--- src/rtl/fir_frame_ctrl_if.sv ---
// Sample, FIR and result buses of the FIR frame sequencer.
// master = the sequencer, slave = its environment (source, FIR, sink).
interface fir_frame_ctrl_if #(
  parameter int DW = 12,
  parameter int OW = 29
);
  logic          s_valid;
  logic [DW-1:0] s_data;
  logic          s_ready;
  logic          fir_en;
  logic [DW-1:0] fir_xin;
  logic          fir_valid;
  logic [OW-1:0] fir_yout;
  logic          m_valid;
  logic [OW-1:0] m_data;
  logic          m_last;

  modport master (
    input  s_valid, s_data, fir_valid, fir_yout,
    output s_ready, fir_en, fir_xin, m_valid, m_data, m_last
  );

  modport slave (
    output s_valid, s_data, fir_valid, fir_yout,
    input  s_ready, fir_en, fir_xin, m_valid, m_data, m_last
  );
endinterface

--- src/rtl/fir_frame_ctrl.sv ---
// FIR frame sequencer: accepts one frame of samples, paces them into the
// FIR at a programmable rate, optionally flushes the delay line with zeros
// and forwards the FIR results with a frame-end marker.
// Optional feature macro: FIR_FLUSH_EN (zero-sample flush of TAPS-1 samples).
module fir_frame_ctrl #(
  parameter int DW     = 12,
  parameter int OW     = 29,
  parameter int LEN_W  = 16,
  parameter int TAPS   = 16,
  parameter int RATE_W = 8
) (
  input  logic              clk,
  input  logic              rst,
  input  logic              start,
  input  logic              abort,
  input  logic [LEN_W-1:0]  frame_len,
  input  logic [RATE_W-1:0] rate_div,
  output logic              busy,
  output logic              done,
  fir_frame_ctrl_if.master  bus
);

`ifdef FIR_FLUSH_EN
  localparam int FLUSH_N = TAPS - 1;
`else
  localparam int FLUSH_N = 0;
`endif
  localparam int CW = LEN_W + 1;
  localparam int FW = $clog2(TAPS + 1);

  typedef enum logic [1:0] {ST_IDLE, ST_RUN, ST_FLUSH, ST_DRAIN} state_t;

  state_t            state_q, state_d;
  logic [LEN_W-1:0]  len_q, len_d;
  logic [RATE_W-1:0] div_q, div_d;
  logic [RATE_W-1:0] rate_cnt_q, rate_cnt_d;
  logic [CW-1:0]     in_cnt_q, in_cnt_d;
  logic [CW-1:0]     out_cnt_q, out_cnt_d;
  logic [FW-1:0]     flush_cnt_q, flush_cnt_d;
  logic              done_q, done_d;
  logic              fir_en_q, fir_en_d;
  logic [DW-1:0]     fir_xin_q, fir_xin_d;
  logic              m_valid_q, m_valid_d;
  logic [OW-1:0]     m_data_q, m_data_d;
  logic              m_last_q, m_last_d;

  logic          tick;
  logic          take;
  logic          issue_flush;
  logic          out_beat;
  logic [CW-1:0] last_idx;

  // A sample may issue only when the pacing counter has run out.
  assign tick        = (rate_cnt_q == '0);
  assign bus.s_ready = (state_q == ST_RUN) && tick;
  assign take        = bus.s_valid && bus.s_ready;
  assign issue_flush = (state_q == ST_FLUSH) && tick;
  assign out_beat    = bus.fir_valid && (state_q != ST_IDLE);
  // Index of the final result: len + flush length - 1 (never wraps, CW bits).
  assign last_idx    = CW'(len_q) + CW'(FLUSH_N) - CW'(1);

  // Next-state, pacing, counters and registered outputs.
  always_comb begin
    state_d     = state_q;
    len_d       = len_q;
    div_d       = div_q;
    rate_cnt_d  = rate_cnt_q;
    in_cnt_d    = in_cnt_q;
    out_cnt_d   = out_cnt_q;
    flush_cnt_d = flush_cnt_q;
    done_d      = 1'b0;
    fir_en_d    = 1'b0;
    fir_xin_d   = fir_xin_q;
    m_valid_d   = 1'b0;
    m_data_d    = m_data_q;
    m_last_d    = 1'b0;

    // Reload on every issued sample, otherwise count down and hold at 0.
    if (take || issue_flush) begin
      rate_cnt_d = div_q - RATE_W'(1);
    end else if (!tick) begin
      rate_cnt_d = rate_cnt_q - RATE_W'(1);
    end

    // Results are forwarded one cycle after the FIR presents them.
    if (out_beat) begin
      m_valid_d = 1'b1;
      m_data_d  = bus.fir_yout;
      m_last_d  = (out_cnt_q == last_idx);
      out_cnt_d = out_cnt_q + CW'(1);
    end

    case (state_q)
      ST_IDLE: begin
        if (start && !abort) begin
          if (frame_len != '0) begin
            state_d     = ST_RUN;
            len_d       = frame_len;
            div_d       = (rate_div == '0) ? RATE_W'(1) : rate_div;
            rate_cnt_d  = '0;
            in_cnt_d    = '0;
            out_cnt_d   = '0;
            flush_cnt_d = '0;
          end else begin
            done_d = 1'b1;
          end
        end
      end
      ST_RUN: begin
        if (take) begin
          fir_en_d  = 1'b1;
          fir_xin_d = bus.s_data;
          in_cnt_d  = in_cnt_q + CW'(1);
          if (in_cnt_q + CW'(1) == CW'(len_q)) begin
            state_d = (FLUSH_N == 0) ? ST_DRAIN : ST_FLUSH;
          end
        end
      end
      ST_FLUSH: begin
        if (issue_flush) begin
          fir_en_d    = 1'b1;
          fir_xin_d   = '0;
          flush_cnt_d = flush_cnt_q + FW'(1);
          if (int'(flush_cnt_q) == FLUSH_N - 1) begin
            state_d = ST_DRAIN;
          end
        end
      end
      ST_DRAIN: begin
        if (m_valid_q && m_last_q) begin
          state_d = ST_IDLE;
          done_d  = 1'b1;
        end
      end
      default: state_d = ST_IDLE;
    endcase

    // Abort drops the frame immediately, including any result in flight.
    if (abort && (state_q != ST_IDLE)) begin
      state_d   = ST_IDLE;
      fir_en_d  = 1'b0;
      m_valid_d = 1'b0;
      m_last_d  = 1'b0;
      done_d    = 1'b0;
    end
  end

  // State and output registers with synchronous reset.
  always_ff @(posedge clk) begin
    if (rst) begin
      state_q     <= ST_IDLE;
      len_q       <= '0;
      div_q       <= '0;
      rate_cnt_q  <= '0;
      in_cnt_q    <= '0;
      out_cnt_q   <= '0;
      flush_cnt_q <= '0;
      done_q      <= 1'b0;
      fir_en_q    <= 1'b0;
      fir_xin_q   <= '0;
      m_valid_q   <= 1'b0;
      m_data_q    <= '0;
      m_last_q    <= 1'b0;
    end else begin
      state_q     <= state_d;
      len_q       <= len_d;
      div_q       <= div_d;
      rate_cnt_q  <= rate_cnt_d;
      in_cnt_q    <= in_cnt_d;
      out_cnt_q   <= out_cnt_d;
      flush_cnt_q <= flush_cnt_d;
      done_q      <= done_d;
      fir_en_q    <= fir_en_d;
      fir_xin_q   <= fir_xin_d;
      m_valid_q   <= m_valid_d;
      m_data_q    <= m_data_d;
      m_last_q    <= m_last_d;
    end
  end

  assign busy        = (state_q != ST_IDLE);
  assign done        = done_q;
  assign bus.fir_en  = fir_en_q;
  assign bus.fir_xin = fir_xin_q;
  assign bus.m_valid = m_valid_q;
  assign bus.m_data  = m_data_q;
  assign bus.m_last  = m_last_q;

endmodule
--- src/flat_wrapper.sv ---
// flat-port wrapper written by rule: the top's interface ports become plain ports
module fir_frame_ctrl_flat 
#(
  parameter int DW     = 12,
  parameter int OW     = 29,
  parameter int LEN_W  = 16,
  parameter int TAPS   = 16,
  parameter int RATE_W = 8
)
  (clk, rst, start, abort, frame_len, rate_div, busy, done, bus_s_valid, bus_s_data, bus_fir_valid, bus_fir_yout, bus_s_ready, bus_fir_en, bus_fir_xin, bus_m_valid, bus_m_data, bus_m_last);
  fir_frame_ctrl_if #(.DW(DW), .OW(OW)) bus_i ();
  input  logic clk;
  input  logic rst;
  input  logic start;
  input  logic abort;
  input  logic [LEN_W-1:0] frame_len;
  input  logic [RATE_W-1:0] rate_div;
  output logic busy;
  output logic done;
  input wire logic [$bits(bus_i.s_valid)-1:0] bus_s_valid;
  input wire logic [$bits(bus_i.s_data)-1:0] bus_s_data;
  input wire logic [$bits(bus_i.fir_valid)-1:0] bus_fir_valid;
  input wire logic [$bits(bus_i.fir_yout)-1:0] bus_fir_yout;
  output wire logic [$bits(bus_i.s_ready)-1:0] bus_s_ready;
  output wire logic [$bits(bus_i.fir_en)-1:0] bus_fir_en;
  output wire logic [$bits(bus_i.fir_xin)-1:0] bus_fir_xin;
  output wire logic [$bits(bus_i.m_valid)-1:0] bus_m_valid;
  output wire logic [$bits(bus_i.m_data)-1:0] bus_m_data;
  output wire logic [$bits(bus_i.m_last)-1:0] bus_m_last;
  assign bus_i.s_valid = bus_s_valid;
  assign bus_i.s_data = bus_s_data;
  assign bus_i.fir_valid = bus_fir_valid;
  assign bus_i.fir_yout = bus_fir_yout;
  assign bus_s_ready = bus_i.s_ready;
  assign bus_fir_en = bus_i.fir_en;
  assign bus_fir_xin = bus_i.fir_xin;
  assign bus_m_valid = bus_i.m_valid;
  assign bus_m_data = bus_i.m_data;
  assign bus_m_last = bus_i.m_last;
  fir_frame_ctrl #(.DW(DW), .OW(OW), .LEN_W(LEN_W), .TAPS(TAPS), .RATE_W(RATE_W)) u_core (.clk(clk), .rst(rst), .start(start), .abort(abort), .frame_len(frame_len), .rate_div(rate_div), .busy(busy), .done(done), .bus(bus_i));
endmodule
--- config.mk ---
export PLATFORM = sky130hd
export DESIGN_NAME = fir_frame_ctrl_flat
export DESIGN_NICKNAME = d
export VERILOG_FILES = /design/src/rtl/fir_frame_ctrl_if.sv /design/src/rtl/fir_frame_ctrl.sv /design/src/flat_wrapper.sv
export SDC_FILE = /design/constraint.sdc
export NUM_CORES = 1
export LEC_CHECK = 0
export ABC_AREA = 1
export CORE_MARGIN = 5
export CORE_UTILIZATION = 35
export CTS_CLUSTER_DIAMETER = 60
export CTS_CLUSTER_SIZE = 16
export DETAILED_ROUTE_END_ITERATION = 10
export DONT_BUFFER_PORTS = 1
export RECOVER_POWER = 25
export SYNTH_ARGS = -nofsm -noshare
export SYNTH_HDL_FRONTEND = slang
export SYNTH_SLANG_ARGS = --single-unit
--- constraint.sdc ---
create_clock -name clk -period 3.4 [get_ports clk]
set_input_delay 0.17 -clock clk [delete_from_list [all_inputs] [get_ports clk]]
set_output_delay 0.17 -clock clk [all_outputs]
set_load 0.05 [all_outputs]
==> out/summary.txt <==
CRITICAL PATH
---------------------------------------------------------------------------------
Data arrival time of the critical path .............................      2.94 ns
CP startpoint ...................................................... u_core.state_q[1]
Largest fanout on the critical path ................................           35
Endpoint class of the critical path ................................     register
Worst R2R Start .................................................... u_core.state_q[1]
Crit path required time ............................................      3.67 ns
Critical path launch point type ....................................     register
Type of the worst setup path ....................................... register to register

FLOORPLAN
---------------------------------------------------------------------------------
Floorplan die area .................................................    19500 um2
Floorplan core area ................................................    16600 um2
Starting density of the core .......................................        0.356
Number of rows in the core area ....................................           47
Width of the die ...................................................       140 um
Y dimension of the die .............................................       140 um
Num ports ..........................................................          118

PLACE
---------------------------------------------------------------------------------
Post-Place Worst Slack .............................................     0.786 ns
Final HPWL DP ......................................................     10800 um
Buffers on Ports ...................................................            0
Final weighted congestion of routability-driven global placement ...        0.907

STA
---------------------------------------------------------------------------------
Transition time at the pin with the least slew margin ..............     0.763 ns
Part of the cycle the worst path needs .............................        0.785
Final-report setup violation count .................................            0
Upper clock frequency limit ........................................      375 MHz
Min Clock Period, post-route .......................................      2.67 ns
RSZ-0062 raised after global routing ...............................           no
Final TNS setup ....................................................         0 ns
Final count of pins violating max slew .............................            0
Hold slack .........................................................    0.0203 ns
Number of endpoints with negative hold slack in the final report ...            0
Worst-case headroom to the max-slew limit ..........................        0.486
Post-route clock skew ..............................................    0.0145 ns
Setup slack of the critical path after layout ......................     0.731 ns

GLOBAL ROUTE
---------------------------------------------------------------------------------
GRT Residual Overflow ..............................................            0
Pin count of the biggest net entering global routing ...............           55
Number of antenna violations at the first check in global routing ..            0
First-pass GRT wire length .........................................     26400 um
Vias in the first global route .....................................         5295
All-Layer GR Usage .................................................        0.164

POWER AND IR DROP
---------------------------------------------------------------------------------
Peak supply drop ...................................................   0.000488 V
Pwr/cell area ......................................................   678 nW/um2
Leakage component of the power .....................................      2.94 nW

LOGIC SYNTHESIS
---------------------------------------------------------------------------------
Largest cells by area after synthesis .............................. dfxtp_1 38%, nand2_1 9.7%, nor2_1 9.5%
Post-Syn Area ......................................................     5900 um2
Share of flip-flops with an asynchronous set or reset ..............            0
Portion of the post-synthesis area used by sequential elements .....        0.384
Dominant cell type by area after synthesis .........................      dfxtp_1
Yosys warning total ................................................            0
Synthesized instance count .........................................          840
Top FF cell, synth .................................................      dfxtp_1
Number of enable flip-flop cells after synthesis ...................            0
Average cell area after synthesis ..................................     7.02 um2
Top-count cell post-synth ..........................................      nand2_1
Fraction of post-synthesis cell area in the top cell type by area ..        0.384
Flops & latches, synth .............................................          113
Count of distinct cell types in the synthesized netlist ............           38
Most frequent cells after synthesis ................................ 153 x nand2_1, 149 x nor2_1, 113 x dfxtp_1
Mapped Nets ........................................................          922

ROUTE
---------------------------------------------------------------------------------
Ratio of routed vias to standard cells .............................         4.85
Number of nets with antenna violations after routing ...............            0
Violation count after the first detailed-routing iteration .........          388
Number of iterations in the first detailed-routing pass ............            5
Sum of routed wire length over all layers ..........................     15900 um
DRC viols ..........................................................            0
Count of vias placed by the detailed router ........................         5503
Drt wl/cell ........................................................      14.0 um

FINISH
---------------------------------------------------------------------------------
Share of layout cells above drive strength 1 .......................       0.0710
Sequential Area ....................................................     2260 um2
Inserted Diodes ....................................................            0
Area growth from synthesis to final layout .........................        24.9%
Number of fill cells in the layout .................................         1658
Net count of the finished layout ...................................          984
Area taken by multi-input logic gates ..............................     3230 um2

HOLD PATH
---------------------------------------------------------------------------------
HP Start ...........................................................          rst
Hold WC Path Type .................................................. primary input to register

CLOCK NETWORK
---------------------------------------------------------------------------------
Number of buffers created by CTS ...................................           17
Maximum clock insertion buffer count ...............................            2
Clock sink count ...................................................          113
Library cell used as clock root buffer .............................    clkbuf_16
Number of gates resized after cts ..................................            0
Clock slew seen by the registers of the worst setup and hold paths .      0.06 ns
CTS tree ...........................................................        built
H-tree depth .......................................................            4
Clk Latency, worst-skew pair .......................................      0.41 ns

STATUS
---------------------------------------------------------------------------------
Status ............................................................. finished, final reports clean

RUN
---------------------------------------------------------------------------------
Count of maximum capacitance violations ............................            0

layout make-up:
cell class	instances	area share
clock buffer	18	0.0597
tap	220	0.0374
multi-input combinational	625	0.439
clock inverter	14	0.0240
timing repair buffer	69	0.0935
sequential	113	0.307
inverter	76	0.0391
worst paths after layout:
kind,cells after the start,slack [ns],end
max reg2reg,12,0.73,u_core.out_cnt_q[16]
min,2,0.02,u_core.bus.fir_xin[11]
max,12,0.73,u_core.out_cnt_q[16]
min reg2reg,2,0.49,u_core.in_cnt_q[16]
metrics by stage:
stage          total power (W)  cell area (um2)  std cells   util
6_report               0.00499             7360       1135  0.444
3_5_place_dp           0.00310             6090       1039  0.368
5_1_grt                0.00531             7360       1135  0.444
3_3_place_gp           0.00309             6090       1039  0.368
4_1_cts                0.00504             7360       1135  0.444
2_1_floorplan          0.00287             5900        840      -
state kept, by name (all words and copies together), names as in the netlist:
name / cells
u_core.bus.m_data: 29
u_core.in_cnt_q: 17
u_core.out_cnt_q: 17
u_core.len_q: 16
u_core.bus.fir_xin: 12
u_core.div_q: 8
u_core.rate_cnt_q: 8
u_core.state_q: 2
u_core.bus.fir_en: 1
u_core.bus.m_last: 1
u_core.bus.m_valid: 1
u_core.done: 1
layout by cell type (no fill, tap or decap), types with 2 or more instances in the layout:
cell,count
xnor2_1,13
nor2_4,2
inv_1,73
o21ai_0,64
ha_1,11
clkinv_2,2
nor3_1,11
buf_4,5
xor2_1,42
a22oi_1,2
nand4_1,9
o21bai_1,2
nor2_2,8
nor2_1,149
clkinv_4,2
nand2_4,2
a21oi_1,59
dlygate4sd3_1,63
dfxtp_1,113
nand2_1,153
nand3b_1,7
clkbuf_16,17
nor3_4,3
nand3_1,71
nand3_2,3
bufinv_16,3
clkinvlp_4,2
a211oi_1,3
inv_6,5
power breakdown:
group,total [W],switching (W),internal (W),leakage [nW]
combinational,0.00123,0.000757,0.000473,1.72
sequential,0.00191,0.000421,0.00149,0.920
clock,0.00185,0.000667,0.00118,0.298
logic make-up after synthesis:
group                    synth area share
flip-flops                          0.384
buffers and inverters              0.0681
adder cells (fa/ha/maj)            0.0233
XOR/XNOR                           0.0817
AND/OR/NAND/NOR                     0.319
AO/OA/AOI/OAI                       0.125
worst max-delay path, stage by stage, from the launching register on:
cell	delay [ns]
dfxtp_1	0.40
inv_1	0.10
ha_1	0.28
inv_2	0.30
nand2_4	0.31
nor3_4	0.25
nand3_2	0.11
nor2_2	0.13
nand3_1	0.13
nor2_2	0.16
nand4_1	0.11
xor2_1	0.16
nor2_1	0.05
metal layers:
metal | share of wire | track usage | wire length, um | vias to the layer above
met5 | 0 | 0 | 0 | -
met4 | 0.023 | 0.0525 | 367 | 0
met3 | 0.079 | 0.0556 | 1250 | 25
met2 | 0.45 | 0.262 | 7210 | 191
met1 | 0.44 | 0.209 | 7040 | 2436
li1 | - | - | - | 2851
repair_timing:
action / CTS / global route
setup buffers: 0 / 0
hold buffers: 64 / 0
endpoints found under the hold margin: 81 / 0
No activity file was read; power rests on OpenSTA's default activity.
